<file path="config.mk">
export PLATFORM = sky130hd
export DESIGN_NAME = fetch_stage_flat
export DESIGN_NICKNAME = d
export VERILOG_FILES = /design/src/rtl/fetch_pkg.sv /design/src/rtl/fetch_if.sv /design/src/rtl/fetch_perf_cnt.sv /design/src/rtl/fetch_stage.sv /design/src/flat_wrapper.sv
export SDC_FILE = /design/constraint.sdc
export NUM_CORES = 1
export LEC_CHECK = 0
export ABC_AREA = 1
export CAP_MARGIN = 20
export CELL_PAD_IN_SITES_DETAIL_PLACEMENT = 2
export CELL_PAD_IN_SITES_GLOBAL_PLACEMENT = 2
export CORE_MARGIN = 4
export CORE_UTILIZATION = 26
export DETAILED_ROUTE_END_ITERATION = 7
export GPL_TIMING_DRIVEN = 0
export PLACE_DENSITY_LB_ADDON = 0.1
export SKIP_CTS_REPAIR_TIMING = 1
export SLEW_MARGIN = 20
export SYNTH_ARGS = -nofsm -noshare
export SYNTH_HDL_FRONTEND = slang
export SYNTH_SLANG_ARGS = --single-unit
</file>
<file path="constraint.sdc">
create_clock -name clk -period 2.8 [get_ports clk]
set_input_delay 0.56 -clock clk [delete_from_list [all_inputs] [get_ports clk]]
set_output_delay 0.56 -clock clk [all_outputs]
set_load 0.02 [all_outputs]
</file>
<file path="src/rtl/fetch_pkg.sv">
// Shared types and constants for the fetch stage and its optional perf counters.
package fetch_pkg;

  typedef enum logic [1:0] {
    BOOT = 2'd0,
    RUN  = 2'd1,
    HOLD = 2'd2
  } fetch_state_t;

  localparam logic [31:0] FETCH_RESET_PC  = 32'h0000_0000;
  localparam logic [31:0] FETCH_NOP_INSTR = 32'h0000_0013;  // addi x0,x0,0

  // Branch targets are forced onto a word boundary; low bits are dropped silently.
  function automatic logic [31:0] word_align(input logic [31:0] addr);
    return {addr[31:2], 2'b00};
  endfunction

endpackage

</file>
<file path="src/rtl/fetch_if.sv">
// Instruction-memory bus between the fetch stage (master) and a combinational-read memory (slave).
interface fetch_if;
  logic [31:0] imem_addr_o;
  logic [31:0] imem_rdata_i;

  modport master (output imem_addr_o, input imem_rdata_i);
  modport slave  (input imem_addr_o, output imem_rdata_i);
endinterface

</file>
<file path="src/rtl/fetch_perf_cnt.sv">
// Free-running fetch/flush event counters, wrapping at 2^32; used only with FETCH_PERF_CNT_EN.
module fetch_perf_cnt (
  input  logic        clk,
  input  logic        reset,
  input  logic        i_fetch_inc,
  input  logic        i_flush_inc,
  output logic [31:0] o_fetch_cnt,
  output logic [31:0] o_flush_cnt
);

  logic [31:0] r_fetch_cnt;
  logic [31:0] r_flush_cnt;

  always_ff @(posedge clk) begin
    if (reset) begin
      r_fetch_cnt <= 32'd0;
      r_flush_cnt <= 32'd0;
    end else begin
      if (i_fetch_inc) r_fetch_cnt <= r_fetch_cnt + 32'd1;
      if (i_flush_inc) r_flush_cnt <= r_flush_cnt + 32'd1;
    end
  end

  assign o_fetch_cnt = r_fetch_cnt;
  assign o_flush_cnt = r_flush_cnt;

endmodule

</file>
<file path="src/rtl/fetch_stage.sv">
// Instruction fetch stage with IF/ID pipeline register, stall and EX redirect handling.
// Optional perf counters (fetch_cnt_o, flush_cnt_o) are built when FETCH_PERF_CNT_EN is defined.
module fetch_stage
  import fetch_pkg::*;
#(
  parameter logic [31:0] RESET_PC  = FETCH_RESET_PC,
  parameter logic [31:0] NOP_INSTR = FETCH_NOP_INSTR
) (
  input  logic        clk,
  input  logic        reset,
  input  logic        stall_i,
  input  logic        redirect_i,
  input  logic [31:0] redirect_pc_i,
  fetch_if.master     imem,
  output logic [31:0] instr_ID,
  output logic [31:0] PC_ID,
  output logic [31:0] PCplus4_ID,
  output logic        valid_ID,
  output logic        flush_EX_o
`ifdef FETCH_PERF_CNT_EN
  ,
  output logic [31:0] fetch_cnt_o,
  output logic [31:0] flush_cnt_o
`endif
);

  fetch_state_t r_state;
  logic [31:0]  r_pc;
  logic [31:0]  r_instr;
  logic [31:0]  r_pc_id;
  logic [31:0]  r_pcplus4_id;
  logic         r_valid;

  always_ff @(posedge clk) begin
    if (reset) begin
      r_state      <= BOOT;
      r_pc         <= RESET_PC;
      r_instr      <= NOP_INSTR;
      r_pc_id      <= 32'd0;
      r_pcplus4_id <= 32'd0;
      r_valid      <= 1'b0;
    end else if (redirect_i) begin
      r_state      <= RUN;
      r_pc         <= word_align(redirect_pc_i);
      r_instr      <= NOP_INSTR;
      r_pc_id      <= 32'd0;
      r_pcplus4_id <= 32'd4;
      r_valid      <= 1'b0;
    end else if (stall_i) begin
      r_state <= HOLD;
    end else begin
      r_state <= RUN;
      if (r_state == BOOT) begin
        // First cycle out of reset: memory is addressed but nothing is handed to decode yet.
        r_instr <= NOP_INSTR;
        r_valid <= 1'b0;
      end else begin
        r_pc         <= r_pc + 32'd4;
        r_instr      <= imem.imem_rdata_i;
        r_pc_id      <= r_pc;
        r_pcplus4_id <= r_pc + 32'd4;
        r_valid      <= 1'b1;
      end
    end
  end

  assign imem.imem_addr_o = r_pc;
  assign instr_ID         = r_instr;
  assign PC_ID            = r_pc_id;
  assign PCplus4_ID       = r_pcplus4_id;
  assign valid_ID         = r_valid;
  assign flush_EX_o       = redirect_i;

`ifdef FETCH_PERF_CNT_EN
  logic w_fetch_inc;
  logic w_flush_inc;

  assign w_fetch_inc = !reset && !redirect_i && !stall_i && (r_state != BOOT);
  assign w_flush_inc = !reset && redirect_i;

  fetch_perf_cnt u_perf_cnt (
    .clk         (clk),
    .reset       (reset),
    .i_fetch_inc (w_fetch_inc),
    .i_flush_inc (w_flush_inc),
    .o_fetch_cnt (fetch_cnt_o),
    .o_flush_cnt (flush_cnt_o)
  );
`endif

endmodule

</file>
<file path="src/flat_wrapper.sv">
// flat-port wrapper written by rule: the top's interface ports become plain ports
module fetch_stage_flat import fetch_pkg::*;
#(
  parameter logic [31:0] RESET_PC  = FETCH_RESET_PC,
  parameter logic [31:0] NOP_INSTR = FETCH_NOP_INSTR
)
  (clk, reset, stall_i, redirect_i, redirect_pc_i, instr_ID, PC_ID, PCplus4_ID, valid_ID, flush_EX_o, imem_imem_addr_o, imem_imem_rdata_i);
  fetch_if imem_i ();
  input  logic clk;
  input  logic reset;
  input  logic stall_i;
  input  logic redirect_i;
  input  logic [31:0] redirect_pc_i;
  output logic [31:0] instr_ID;
  output logic [31:0] PC_ID;
  output logic [31:0] PCplus4_ID;
  output logic valid_ID;
  output logic flush_EX_o;
  output wire logic [$bits(imem_i.imem_addr_o)-1:0] imem_imem_addr_o;
  input wire logic [$bits(imem_i.imem_rdata_i)-1:0] imem_imem_rdata_i;
  assign imem_imem_addr_o = imem_i.imem_addr_o;
  assign imem_i.imem_rdata_i = imem_imem_rdata_i;
  fetch_stage #(.RESET_PC(RESET_PC), .NOP_INSTR(NOP_INSTR)) u_core (.clk(clk), .reset(reset), .stall_i(stall_i), .redirect_i(redirect_i), .redirect_pc_i(redirect_pc_i), .imem(imem_i), .instr_ID(instr_ID), .PC_ID(PC_ID), .PCplus4_ID(PCplus4_ID), .valid_ID(valid_ID), .flush_EX_o(flush_EX_o));
endmodule
</file>
* After elaboration in Yosys (flattened, before gate mapping)
Index checks and enable logic that the tools add are counted.
Cells by class: equality and inequality tests 2, $add $sub $neg 1, muxes and demuxes 10, bitwise operators 2, reductions and logical operators 4
Operators with widths (count):
- 2-to-1 mux 32 bit | 4
- adder 32 x 3 -> 32 bit, second input constant | 1
- 2-to-1 mux 3 bit | 3
- AND reduction 2 bit | 2
- logical NOT 2 bit | 1
- 2-to-1 mux 1 bit | 2
- 2-to-1 mux 2 bit | 1
- != test 2 x 1 -> 1 bit, second input constant | 1
- != test 2 bit, second input constant | 1
- NOT 1 bit | 2
- OR reduction 2 bit | 1
Word-level totals: flip-flop bits (word level) 131, output and inout port bits 130, word-level logic and storage cells 28

* Longest topological paths before layout
word-level depth 4, mapped depth 9, mapped depth without buffers 9

* Worst setup path after synthesis
Ideal clock, no wire load.
kind reg-to-reg, from register u_core.r_pc[3] (netlist: u_core.imem.imem_addr_o[3]), to register u_core.r_pc[16] (netlist: u_core.imem.imem_addr_o[16]), cell stages (with the launch flop) 9, path slack 1.288 ns, clock period less this slack 1.512 ns, arrival 1.382 ns, path buffers 0, library setup time 0.130 ns, required time 2.670 ns, cells stage by stage dfxtp_1 > ha_1 > nand2_2 > nor2_4 > nand2_1 > nor2_2 > nand2_1 > nand3_1 > o21ai_0
Between the ends: longest elaborated chain between the ends 4
RTL lines:
- start: declaration | RTL line fetch_stage.sv:28 | logic [31:0] r_pc;
- start signal: assignment | RTL line fetch_stage.sv:44 | r_pc <= word_align(redirect_pc_i);
- start signal: assignment | RTL line fetch_stage.sv:58 | r_pc <= r_pc + 32'd4;
- adder 32 x 3 -> 32 bit | RTL line fetch_stage.sv:58
- 2-to-1 mux 32 bit | RTL line fetch_stage.sv:53 | if (r_state == BOOT) begin
- 2-to-1 mux 32 bit | RTL line fetch_stage.sv:49 | end else if (stall_i) begin
- 2-to-1 mux 32 bit | RTL line fetch_stage.sv:42 | end else if (redirect_i) begin
Every way passes these cells. The select of a mux whose other input is x is not followed. A chain may end at the register's enable or synchronous reset.

* Worst setup path in the final report
from register u_core.r_pc[14] (netlist: u_core.imem.imem_addr_o[14]), to output port imem_imem_addr_o[14]
RTL lines:
- end: declaration | RTL line flat_wrapper.sv:19 | output wire logic [$bits(imem_i.imem_addr_o)-1:0] imem_imem_addr_o;
No word-level cell between the ends.

==> impl_metrics.ini <==
[clock_tree]
cts_max_level = 4
clock-root-buffer = clkbuf_16
clkTransAtPathRegs_ns = 0.06
cts_buffers = 17
clock-sinks = 125
cts_tree = done
clk_latency_ns = 0.43
cts.path.max_buffers = 2

[global_routing]
grt_pass1_wl_um = 34830
gr-total-overflow = 0
grt_pass1_vias = 5975
antenna_found_initial = 0
grtUsageTotal = 0.2036
grt_max_degree = 17

[sta]
rsz0062_at_grt = false
tns_ns = 0
finalCritPeriodShare = 0.7688
relSlewSlack = 0.5120
hold_violations = 0
max_freq_ghz = 0.4645
fin_crit_ns = 2.153
slew_violations = 0
setup_viol = 0
tightest_slew_ns = 0.7320
clock-skew-final_ns = 0.009359

[synthesis]
synthAdderAreaFrac = 0.002407
synthesis.area_um2 = 5199
synthTopCellsByArea = dfxtp_1 (48%), nand2_1 (11%), o21ai_0 (6.2%), nand3_1 (6.1%), a22o_1 (4.9%)
avgSynthCellArea_um2 = 8.098
synth_xor_area_frac = 0
synth-main-ff-cell = dfxtp_1
ys_ff_latch = 125
yosysWarnings = 0
synth_top_area_share = 0.4813
yosysSeqAreaShare = 0.4813
synthCells = 642
synthSimpleGateAreaFrac = 0.2570
synth_compound_area_frac = 0.1783
post_synth_mux_area_share = 0
synth_area_leader_cell = dfxtp_1
synth_edf_count = 0
synth_top_family_by_area = simple AND/OR/NAND/NOR gates
async_flop_share = 0
synth.distinct_cells = 33

[final_layout]
regArea_um2 = 2502
final_common_cell = clkdlybuf4s50_1
multi_input_area_um2 = 2298
diodes = 0
finalNetCount = 923
layout_common_cells = clkdlybuf4s50_1 (188), nand2_1 (148), dfxtp_1 (125), o21ai_0 (64), nand3_1 (63)
drive_gt1_frac = 0.1096
layout-area-overhead-vs-synth_pct = 55.11
nFillCells = 2232

[power_and_ir_drop]
combPwrFrac = 0.114
power_density_nw_per_um2 = 604.2
p_switching_mw = 1.278
finalPower_mw = 4.872
peakVddDrop_mv = 0.3802
pwr-share-clk = 0.496
leakagePower_nw = 3.257
p_int_mw = 3.594
swShare = 0.2623
seqPwrFrac = 0.390

[die]
die_w_um = 149.4
num_rows = 51
floorplan.initialDensity = 0.2654
die_area_um2 = 22320
core_area_um2 = 19590
die_y_um = 149.4
num_io_pins = 198

[placed_design]
port_buffers = 188
place_congestion = 0.8271
hpwl_um = 17210

[drt]
first_pass_iters = 4
drt_iter0_drc = 111
dr_wl_met3_um = 1098
viasPerCell = 4.723
highest_layer = met4
num_vias = 5347
wl_um = 22380
drc = 0
wl_per_cell_um = 19.77
wl_met2_um = 10930
met1_length_um = 10050
postRouteAntennaNets = 0

[worst_setup_path]
path_max_fanout = 6
path_delay_family = buffers and inverters
crit_slowest_cell = clkdlybuf4s50_1
crit_path_end_kind = output port
cp.required_ns = 2.24
cp-start-kind = flip-flop
crit_chain = clkdlybuf4s50_1
crit_buf_inv = 1
crit_type = flip-flop to output port
max_stage_delay_ns = 0.70
arrival_ns = 1.59

[run]
timing.max_cap.violations = 0

[min_path]
min_path_type = flip-flop to flip-flop

[status]
status = finished, final reports clean
cell usage after synthesis, types with 2 or more instances:
| master | count |
|---|---|
| a21oi_1 | 32 |
| a22o_1 | 29 |
| a22oi_1 | 14 |
| and2_1 | 2 |
| buf_1 | 2 |
| buf_2 | 8 |
| buf_4 | 16 |
| buf_6 | 3 |
| clkbuf_1 | 10 |
| dfxtp_1 | 125 |
| inv_1 | 42 |
| inv_2 | 3 |
| nand2_1 | 148 |
| nand2_2 | 3 |
| nand2_4 | 4 |
| nand3_1 | 63 |
| nand3_2 | 7 |
| nor2_1 | 30 |
| nor2_2 | 6 |
| nor2_4 | 8 |
| nor2_8 | 3 |
| o21ai_0 | 64 |
| o21ai_1 | 8 |
| o22a_1 | 3 |
final timing paths:
check	startpoint	end	slack (ns)	cells after the start
hold / removal	u_core.valid_ID	u_core.valid_ID	0.45	2
setup reg to reg	u_core.imem.imem_addr_o[3]	u_core.imem.imem_addr_o[16]	1.01	8
hold reg to reg	u_core.valid_ID	u_core.valid_ID	0.45	2
setup / recovery	u_core.imem.imem_addr_o[14]	imem_imem_addr_o[14]	0.65	1
cell families after synthesis:
| logic type | Yosys count |
|---|---|
| simple gates | 277 |
| compound gates | 153 |
| flops | 125 |
| buf+inv | 85 |
| fa+ha+maj | 1 |
| other cells | 1 |
final cells by class:
class | instances | share of cell area
clock buffers | 17 | 0.05275
repair buffers | 188 | 0.2334
inverters | 46 | 0.02203
multi-input cells | 437 | 0.2850
flip-flops and latches | 125 | 0.3103
well taps | 265 | 0.04112
clock inverters | 15 | 0.02576
plain buffers | 39 | 0.02964
per-stage QoR:
step | hold slack [ns] | util | worst slack (ns) | instances | cell area [um^2]
after floorplan | 0.5222 | - | 1.288 | 647 | 5218
after global placement | 0.4344 | 0.3793 | 0.4858 | 1100 | 7431
after detailed placement | 0.4401 | 0.3793 | 0.3278 | 1100 | 7431
after CTS | 0.4532 | 0.4116 | 0.6340 | 1132 | 8064
after global routing | 0.4757 | 0.4116 | 0.5866 | 1132 | 8064
final | 0.4543 | 0.4116 | 0.6473 | 1132 | 8064
state kept, by name (all words and copies together), names as in the netlist:
name                     cells
u_core.imem.imem_addr_o     30
u_core.valid_ID              1
u_core.PC_ID                30
u_core.instr_ID             32
u_core.PCplus4_ID           30
u_core.r_state               2
power by group through the flow:
stage	clock, mW	sequential, mW	combinational, mW
final	2.41	1.90	0.558
after global routing	2.54	1.91	0.606
after CTS	2.47	1.90	0.568
after detailed placement	0	1.94	0.562
after global placement	0	1.94	0.545
after floorplan	0	1.99	0.192
metal layers:
layer | global-route usage | up-vias
li1 | - | 2583
met2 | 0.3525 | 144
met1 | 0.2561 | 2594
met5 | 0 | -
met4 | 0.05629 | 0
met3 | 0.04345 | 26
Power figures use the tool's default switching activity.
